**src/rtl/fetch_pkg.sv**
```systemverilog
// Shared types and constants for the instruction fetch stage.
//   INSTR_W / PC_W      : instruction and word-address widths
//   NOP_INSTR / PC_RESET: bubble encoding and reset PC
//   fetch_state_t       : fetch FSM states
package fetch_pkg;

  localparam int unsigned INSTR_W = 20;
  localparam int unsigned PC_W    = 16;

  localparam logic [INSTR_W-1:0] NOP_INSTR = 20'h00000;
  localparam logic [PC_W-1:0]    PC_RESET  = 16'h0000;

  typedef enum logic [1:0] {
    BUBBLE,
    RUN,
    HOLD
  } fetch_state_t;

endpackage

```
**src/rtl/fetch_perf_counters.sv**
```systemverilog
// Saturating performance counters for the fetch stage.
// Ports:
//   clk           : clock, rising edge
//   reset         : synchronous active-low reset
//   count_fetch_i : one accepted instruction this cycle
//   count_stall_i : one stalled cycle this cycle
//   fetch_count_o : accepted-instruction count, saturates at all-ones
//   stall_count_o : stalled-cycle count, saturates at all-ones
module fetch_perf_counters (
  input  logic        clk,
  input  logic        reset,
  input  logic        count_fetch_i,
  input  logic        count_stall_i,
  output logic [31:0] fetch_count_o,
  output logic [31:0] stall_count_o
);

  logic [31:0] fetch_cnt_q, fetch_cnt_d;
  logic [31:0] stall_cnt_q, stall_cnt_d;

  always_comb begin
    fetch_cnt_d = fetch_cnt_q;
    stall_cnt_d = stall_cnt_q;
    if (count_fetch_i && (fetch_cnt_q != 32'hFFFF_FFFF)) begin
      fetch_cnt_d = fetch_cnt_q + 32'd1;
    end
    if (count_stall_i && (stall_cnt_q != 32'hFFFF_FFFF)) begin
      stall_cnt_d = stall_cnt_q + 32'd1;
    end
  end

  always_ff @(posedge clk) begin
    if (!reset) begin
      fetch_cnt_q <= '0;
      stall_cnt_q <= '0;
    end else begin
      fetch_cnt_q <= fetch_cnt_d;
      stall_cnt_q <= stall_cnt_d;
    end
  end

  assign fetch_count_o = fetch_cnt_q;
  assign stall_count_o = stall_cnt_q;

endmodule

```
**src/rtl/fetch_unit.sv**
```systemverilog
// Instruction fetch stage: drives the instruction memory address from pc_q and presents
// the returned word (1-cycle read latency) to the FetchDecode register, with stall
// (hold) and flush (branch redirect) handling.
// Ports:
//   clk, reset          : clock and synchronous active-low reset
//   stall               : 1 = freeze the presented instruction
//   flush               : 1 = redirect to branch_address (wins over stall)
//   branch_address      : redirect target word address
//   imem_addr           : instruction memory read address (= pc_q)
//   imem_rdata          : instruction memory data, one cycle after imem_addr
//   instruction_fetch   : presented instruction (NOP in bubbles)
//   pc_fetch            : PC of instruction_fetch
//   valid_fetch         : 1 = real instruction, 0 = bubble
//   fetch_count         : accepted-instruction counter
//   stall_count         : stalled-cycle counter
// Build option: define FETCH_PERF_CNT_EN to enable the counters; otherwise they read 0.
module fetch_unit
  import fetch_pkg::*;
(
  input  logic               clk,
  input  logic               reset,
  input  logic               stall,
  input  logic               flush,
  input  logic [PC_W-1:0]    branch_address,
  output logic [PC_W-1:0]    imem_addr,
  input  logic [INSTR_W-1:0] imem_rdata,
  output logic [INSTR_W-1:0] instruction_fetch,
  output logic [PC_W-1:0]    pc_fetch,
  output logic               valid_fetch,
  output logic [31:0]        fetch_count,
  output logic [31:0]        stall_count
);

  fetch_state_t       state_q, state_d;
  logic [PC_W-1:0]    pc_q, pc_d;
  logic [PC_W-1:0]    inflight_pc_q, inflight_pc_d;
  logic [INSTR_W-1:0] hold_q, hold_d;

  assign imem_addr = pc_q;

  always_comb begin
    state_d           = state_q;
    pc_d              = pc_q;
    inflight_pc_d     = inflight_pc_q;
    hold_d            = hold_q;
    instruction_fetch = NOP_INSTR;
    valid_fetch       = 1'b0;
    pc_fetch          = inflight_pc_q;

    unique case (state_q)
      BUBBLE: begin
        // The word addressed now returns next cycle, so track its PC as in flight.
        if (!stall) begin
          inflight_pc_d = pc_q;
          pc_d          = pc_q + 16'd1;
          state_d       = RUN;
        end
      end
      RUN: begin
        instruction_fetch = imem_rdata;
        valid_fetch       = 1'b1;
        if (stall) begin
          // Memory moves on to pc_q next cycle, so keep the shown word locally.
          hold_d  = imem_rdata;
          state_d = HOLD;
        end else begin
          inflight_pc_d = pc_q;
          pc_d          = pc_q + 16'd1;
        end
      end
      HOLD: begin
        instruction_fetch = hold_q;
        valid_fetch       = 1'b1;
        if (!stall) begin
          inflight_pc_d = pc_q;
          pc_d          = pc_q + 16'd1;
          state_d       = RUN;
        end
      end
      default: state_d = BUBBLE;
    endcase

    // Redirect overrides everything; outputs this cycle still reflect state_q.
    if (flush) begin
      pc_d    = branch_address;
      hold_d  = NOP_INSTR;
      state_d = BUBBLE;
    end
  end

  always_ff @(posedge clk) begin
    if (!reset) begin
      state_q       <= BUBBLE;
      pc_q          <= PC_RESET;
      inflight_pc_q <= PC_RESET;
      hold_q        <= NOP_INSTR;
    end else begin
      state_q       <= state_d;
      pc_q          <= pc_d;
      inflight_pc_q <= inflight_pc_d;
      hold_q        <= hold_d;
    end
  end

`ifdef FETCH_PERF_CNT_EN
  fetch_perf_counters u_perf_counters (
    .clk           (clk),
    .reset         (reset),
    .count_fetch_i (valid_fetch & ~stall & ~flush),
    .count_stall_i (stall),
    .fetch_count_o (fetch_count),
    .stall_count_o (stall_count)
  );
`else
  assign fetch_count = '0;
  assign stall_count = '0;
`endif

endmodule

```
**config.mk**
```make
export PLATFORM = sky130hd
export DESIGN_NAME = fetch_unit
export DESIGN_NICKNAME = d
export VERILOG_FILES = /design/src/rtl/fetch_pkg.sv /design/src/rtl/fetch_perf_counters.sv /design/src/rtl/fetch_unit.sv
export SDC_FILE = /design/constraint.sdc
export NUM_CORES = 1
export LEC_CHECK = 0
export CAP_MARGIN = 0
export CORE_MARGIN = 4
export CORE_UTILIZATION = 40
export DETAILED_ROUTE_END_ITERATION = 10
export PLACE_DENSITY_LB_ADDON = 0.2
export SLEW_MARGIN = 20
export SYNTH_ARGS = -nofsm -noshare
export SYNTH_HDL_FRONTEND = slang
export SYNTH_SLANG_ARGS = --single-unit
```
**constraint.sdc**
```tcl
create_clock -name clk -period 2.2 [get_ports clk]
set_input_delay 0.55 -clock clk [delete_from_list [all_inputs] [get_ports clk]]
set_output_delay 0.55 -clock clk [all_outputs]
set_load 0.02 [all_outputs]
```
Word-level counts from Yosys, hierarchy flattened
Index checks and enable logic that the tools add are counted.

operators by class
  multiplexer cells = 8
  bitwise gates (word level) = 2
  add/subtract/negate cells = 1
  reduce and logical (&&, ||, !) cells = 10
  equality and inequality tests = 5

operators by type and width
  operator                 number
  $mux W16                 3
  $pmux W20 S2             1
  $add A16 B1 Y16 const B  1
  $reduce_and A2 Y1        4
  $reduce_or A2 Y1         3
  $mux W2                  2
  $ne A2 B2 Y1 const B     2
  $pmux W2 S2              1
  $reduce_or A3 Y1         1
  $eq A2 B1 Y1 const B     1
  $eq A2 B2 Y1 const B     1
  $logic_not A2 Y1         1
  $ne A2 B1 Y1 const B     1
  $not A1 Y1               2
  $reduce_bool A2 Y1       1
  $mux W1                  1

word-level totals
  input bits = 40
  bits in registers = 54
  output and inout port bits = 117
  logic and storage cells = 30

Logic depth before layout (Yosys ltp)
  depth after elaboration = 4
  depth in mapped cells = 6
  mapped depth without buffers = 6

Worst setup path before layout
No wires, ideal clock.

  kind = register to output
  start = register state_q[0]
  end = output instruction_fetch[0]
  stages on the path, launching flop included = 5
  required time = 1,650 ps
  arrival = 1,457 ps
  path slack = 193 ps
  path through = dfxtp_1 inv_1 ha_1 clkbuf_1 nor2b_1

on the way
  word-level cells in the longest chain between the ends = 2

RTL lines
  what                                          RTL line          RTL
  start: declaration                            fetch_unit.sv:34  fetch_state_t state_q, state_d;
  start signal: assignment                      fetch_unit.sv:98  state_q <= state_d;
  $eq A2 B2 Y1 or $eq A2 B1 Y1 (tied branches)  fetch_unit.sv:50  unique case (state_q)
  $pmux W20 S2 (*)                              fetch_unit.sv:50
  end: declaration                              fetch_unit.sv:27  output logic [INSTR_W-1:0] instruction_fetch,

Every way passes the cells marked *; elsewhere a longest branch is shown, timed or not.

Worst setup path after layout
  start = register state_q[1]
  end = output valid_fetch

on the way
  word-level cells in the longest chain between the ends = 3

RTL lines
  what                                          RTL line          RTL
  $eq A2 B2 Y1 or $eq A2 B1 Y1 (tied branches)  fetch_unit.sv:50
  $reduce_or A2 Y1 (no line) (*)                --
  $mux W1 (*)                                   fetch_unit.sv:50
  end: declaration                              fetch_unit.sv:29  output logic valid_fetch,

Marked as above.

==> summary.txt <==
Synth
  • Number of flops mapped to enable cells by yosys: 0
  • Cell types with the highest counts after synthesis: sky130_fd_sc_hd__nand2_1 (78), sky130_fd_sc_hd__buf_4 (64), sky130_fd_sc_hd__dfxtp_1 (54), sky130_fd_sc_hd__a21oi_1 (33)
  • Post-synthesis cell count: 394
  • Area share of the largest cell type after synthesis: 34.9%
  • Synth unique cells: 36
  • Cell with the most instances after synthesis: sky130_fd_sc_hd__nand2_1
  • Count of state elements after synthesis: 54
  • Post-synth design cell area: 3100 µm²
  • Most used flip-flop cell after synthesis: sky130_fd_sc_hd__dfxtp_1
  • Post-synthesis sequential area ratio: 34.9%
  • Yosys warnings: 0
  • Top area cells in the synthesized netlist: sky130_fd_sc_hd__dfxtp_1 (35%), sky130_fd_sc_hd__buf_4 (16%), sky130_fd_sc_hd__nand2_1 (9.5%), sky130_fd_sc_hd__a21oi_1 (5.3%), sky130_fd_sc_hd__a22oi_1 (4.8%)
  • Average footprint of a synthesized cell: 7.86 µm²
  • Largest area contributor in the netlist: sky130_fd_sc_hd__dfxtp_1
  • Share of flip-flops with an asynchronous set or reset: 0%

GRT
  • GR met3 Demand/Resource: 2.66%
  • Vias in the first global route: 2528
  • Wire length of the first global-routing pass: 12100 µm
  • Largest net degree at the start of global routing: 23
  • Grt ovf: 0
  • Tot GR Track Use: 16.6%
  • Initial antenna violation count: 0
  • Met2 Resource Use GR: 27.8%
  • Busiest grt layer: met2
  • M1 GR Usage: 22.1%

Power and ir drop
  • Worst supply voltage drop on vdd: 0.255 mV
  • Pwr dens: 529 nW/µm²
  • Leakage: 1.58 nW

Worst setup path
  • Critical path arrival: 1.57 ns
  • End of the critical path: valid_fetch
  • Critical register-to-register path endpoint: imem_addr[10]$_SDFFE_PN0P_
  • Required time at the worst-slack endpoint: 1.65 ns
  • CP cell instances: inv_1 -> ha_4 -> buf_12 -> dlygate4sd2_1
  • Startpoint-to-endpoint class of the critical path: register to primary output
  • Register-to-register path setup slack: 0.28 ns
  • Setup crit start: state_q[1]$_SDFFE_PP0P_
  • Nature of the critical path startpoint: register
  • Crit path max fanout: 21
  • Worst Setup End Kind: primary output
  • Depth of the worst register-to-register path: 7
  • FF-to-FF Start: state_q[0]$_SDFFE_PP0P_
  • Peak per-stage delay on the critical path: 0.38 ns
  • Critical-path top delay cell: sky130_fd_sc_hd__dfxtp_2

Clocking
  • Clock Pin Slew Worst Setup and Hold Paths: 0.10 ns
  • Buffer cell driving the clock tree root: sky130_fd_sc_hd__clkbuf_8
  • H-Tree Level Count: 2
  • CTS sink count: 54
  • Num CTS Buffers: 5
  • Number of setup buffers added after CTS: 0
  • Post-CTS Hold Fix Bufs: 0
  • Skew-Pair Late Insertion Delay: 0.30 ns
  • TritonCTS clock tree: done
  • Worst-case clock buffer depth: 2

Routing
  • Via count normalized by instance count: 4.66
  • First-pass iteration count of the detailed router: 4
  • DR DRC count: 0
  • Average routed wire per standard cell: 13.1 µm
  • Final wirelength: 7740 µm
  • Number of DRC violations after detailed-routing iteration 0: 137
  • Number of vias in the routed layout: 2764
  • Count of antenna-violating nets left after detailed routing: 0

Floorplan
  • Initial Utilization: 42.0%
  • Placement row count: 31
  • Core box area: 7370 µm²
  • Die Width: 96.0 µm
  • Die area: 9210 µm²
  • Height of the die: 96.0 µm
  • Number of top-level pins: 157

STA
  • Min Tclk post-route: 2.12 ns
  • Worst hold-check slack: 0.459 ns
  • Worst Clk Skew: 0.00709 ns
  • RSZ-0062 raised after global routing: yes
  • Final Slew Violations: 0
  • Final Hold Fails: 0
  • Upper clock frequency limit: 472 MHz
  • Final setup violation count: 0
  • Period Utilization, post-route: 96.4%

Final layout
  • Layout net count: 540
  • Register area: 1090 µm²
  • Fill cell total of the finished layout: 694
  • Area delta synth->final: 32.3%
  • Post-layout instance count excluding filler cells: 593
  • Area of combinational cells with multiple inputs: 1680 µm²
  • Proportion of layout cells with a drive suffix above 1: 12.8%
  • Number of antenna repair diodes: 0

Placed design
  • Dpl hpwl: 6080 µm
  • Placed insts: 585
  • Final weighted congestion in routability-driven placement: 0.780
  • IO Port Bufs: 92

Status
  • Result of the run: finished, final reports clean

Run
  • Number of violations of the max-capacitance limit: 0

Hold path
  • Worst min-delay path class: register to register
## critical path: cells and delay by family, from the launching register on
family     cells  cell delay (ns)
flops          1             0.38
fa+ha+maj      1             0.30
buf+inv        3             0.59
## routing by layer
metal,vias to the layer above,part of all wire (%),wire length [µm]
li1,1380,-,-
met1,1276,44,3420
met2,103,48,3730
met3,5,6.7,521
met4,0,0.89,69
met5,-,0,0
## worst min-delay path by stage
stage,startpoint,endpoint,cells after the start
finish,hold_q[8]$_SDFFE_PP0P_,hold_q[8]$_SDFFE_PP0P_,2
global route,pc_fetch[2]$_SDFFE_PN0P_,pc_fetch[2]$_SDFFE_PN0P_,2
CTS,hold_q[13]$_SDFFE_PP0P_,hold_q[13]$_SDFFE_PP0P_,2
detailed placement,hold_q[8]$_SDFFE_PP0P_,hold_q[8]$_SDFFE_PP0P_,2
global placement,hold_q[8]$_SDFFE_PP0P_,hold_q[8]$_SDFFE_PP0P_,2
floorplan,hold_q[0]$_SDFFE_PP0P_,hold_q[0]$_SDFFE_PP0P_,2
## metrics by stage
step	area (µm²)	power [W]	worst slack (ns)	setup TNS, ns	utilization [%]
after CTS	4100	0.00219	-0.0581	-0.0861	55.7
after global placement	4040	0.00155	-0.209	-3.43	54.8
after floorplan	3330	0.00143	0.193	0	-
final	4100	0.00217	0.0800	0	55.6
after global routing	4100	0.00228	-0.00894	-0.0108	55.6
after detailed placement	4040	0.00156	-0.219	-3.66	54.8
## state kept, by name, indices dropped and copies added, names as in the netlist
signal and cells:
hold_q 20, pc_fetch 16, imem_addr 16, state_q 2
## power breakdown
group / internal (W) / leakage, nW / switching, W
logic: 0.000203 / 1.08 / 0.000276
clock network: 0.000318 / 0.0575 / 0.000316
registers: 0.00101 / 0.442 / 0.0000416
## final cells by class
cell class                 count  share of cell area (%)
clock buffer                   8                    2.69
inverter                       8                   0.733
multi-input combinational    307                    41.1
sequential                    54                    26.5
tap                           99                    3.02
timing repair buffer         117                    26.0
## layout by cell type, fill, tap and decap left out, types with 4 or more instances in the layout
cell type                         count
sky130_fd_sc_hd__dfxtp_1             52
sky130_fd_sc_hd__nor2b_1             19
sky130_fd_sc_hd__buf_12               4
sky130_fd_sc_hd__a22oi_1             20
sky130_fd_sc_hd__clkdlybuf4s50_1     71
sky130_fd_sc_hd__o21ai_0             14
sky130_fd_sc_hd__inv_1                7
sky130_fd_sc_hd__nand3_1              5
sky130_fd_sc_hd__buf_4               24
sky130_fd_sc_hd__nor4_1               6
sky130_fd_sc_hd__buf_2               16
sky130_fd_sc_hd__nand4_1              4
sky130_fd_sc_hd__xnor2_1             10
sky130_fd_sc_hd__a21oi_1             33
sky130_fd_sc_hd__ha_1                 4
sky130_fd_sc_hd__nor2_1               6
sky130_fd_sc_hd__nand2_1             78
sky130_fd_sc_hd__clkbuf_8             8
sky130_fd_sc_hd__a21boi_0            14
sky130_fd_sc_hd__conb_1              64
## what timing repair did
action,in CTS,in global routing
pin swaps,0,0
resized for setup,73,20
endpoints found under the setup margin,21,12
## logic make-up (layout without fill, tap and decap cells)
group,count (synthesis),count (layout),share of synthesized area (%)
mux,3,3,0.970
other cells,1,64,0.121
simple gates,134,134,20.6
flops,54,54,34.9
xor+xnor,13,13,3.68
compound gates,86,86,17.2
fa+ha+maj,7,7,2.83
buf+inv,96,133,19.7
Power figures use the tool's default switching activity.
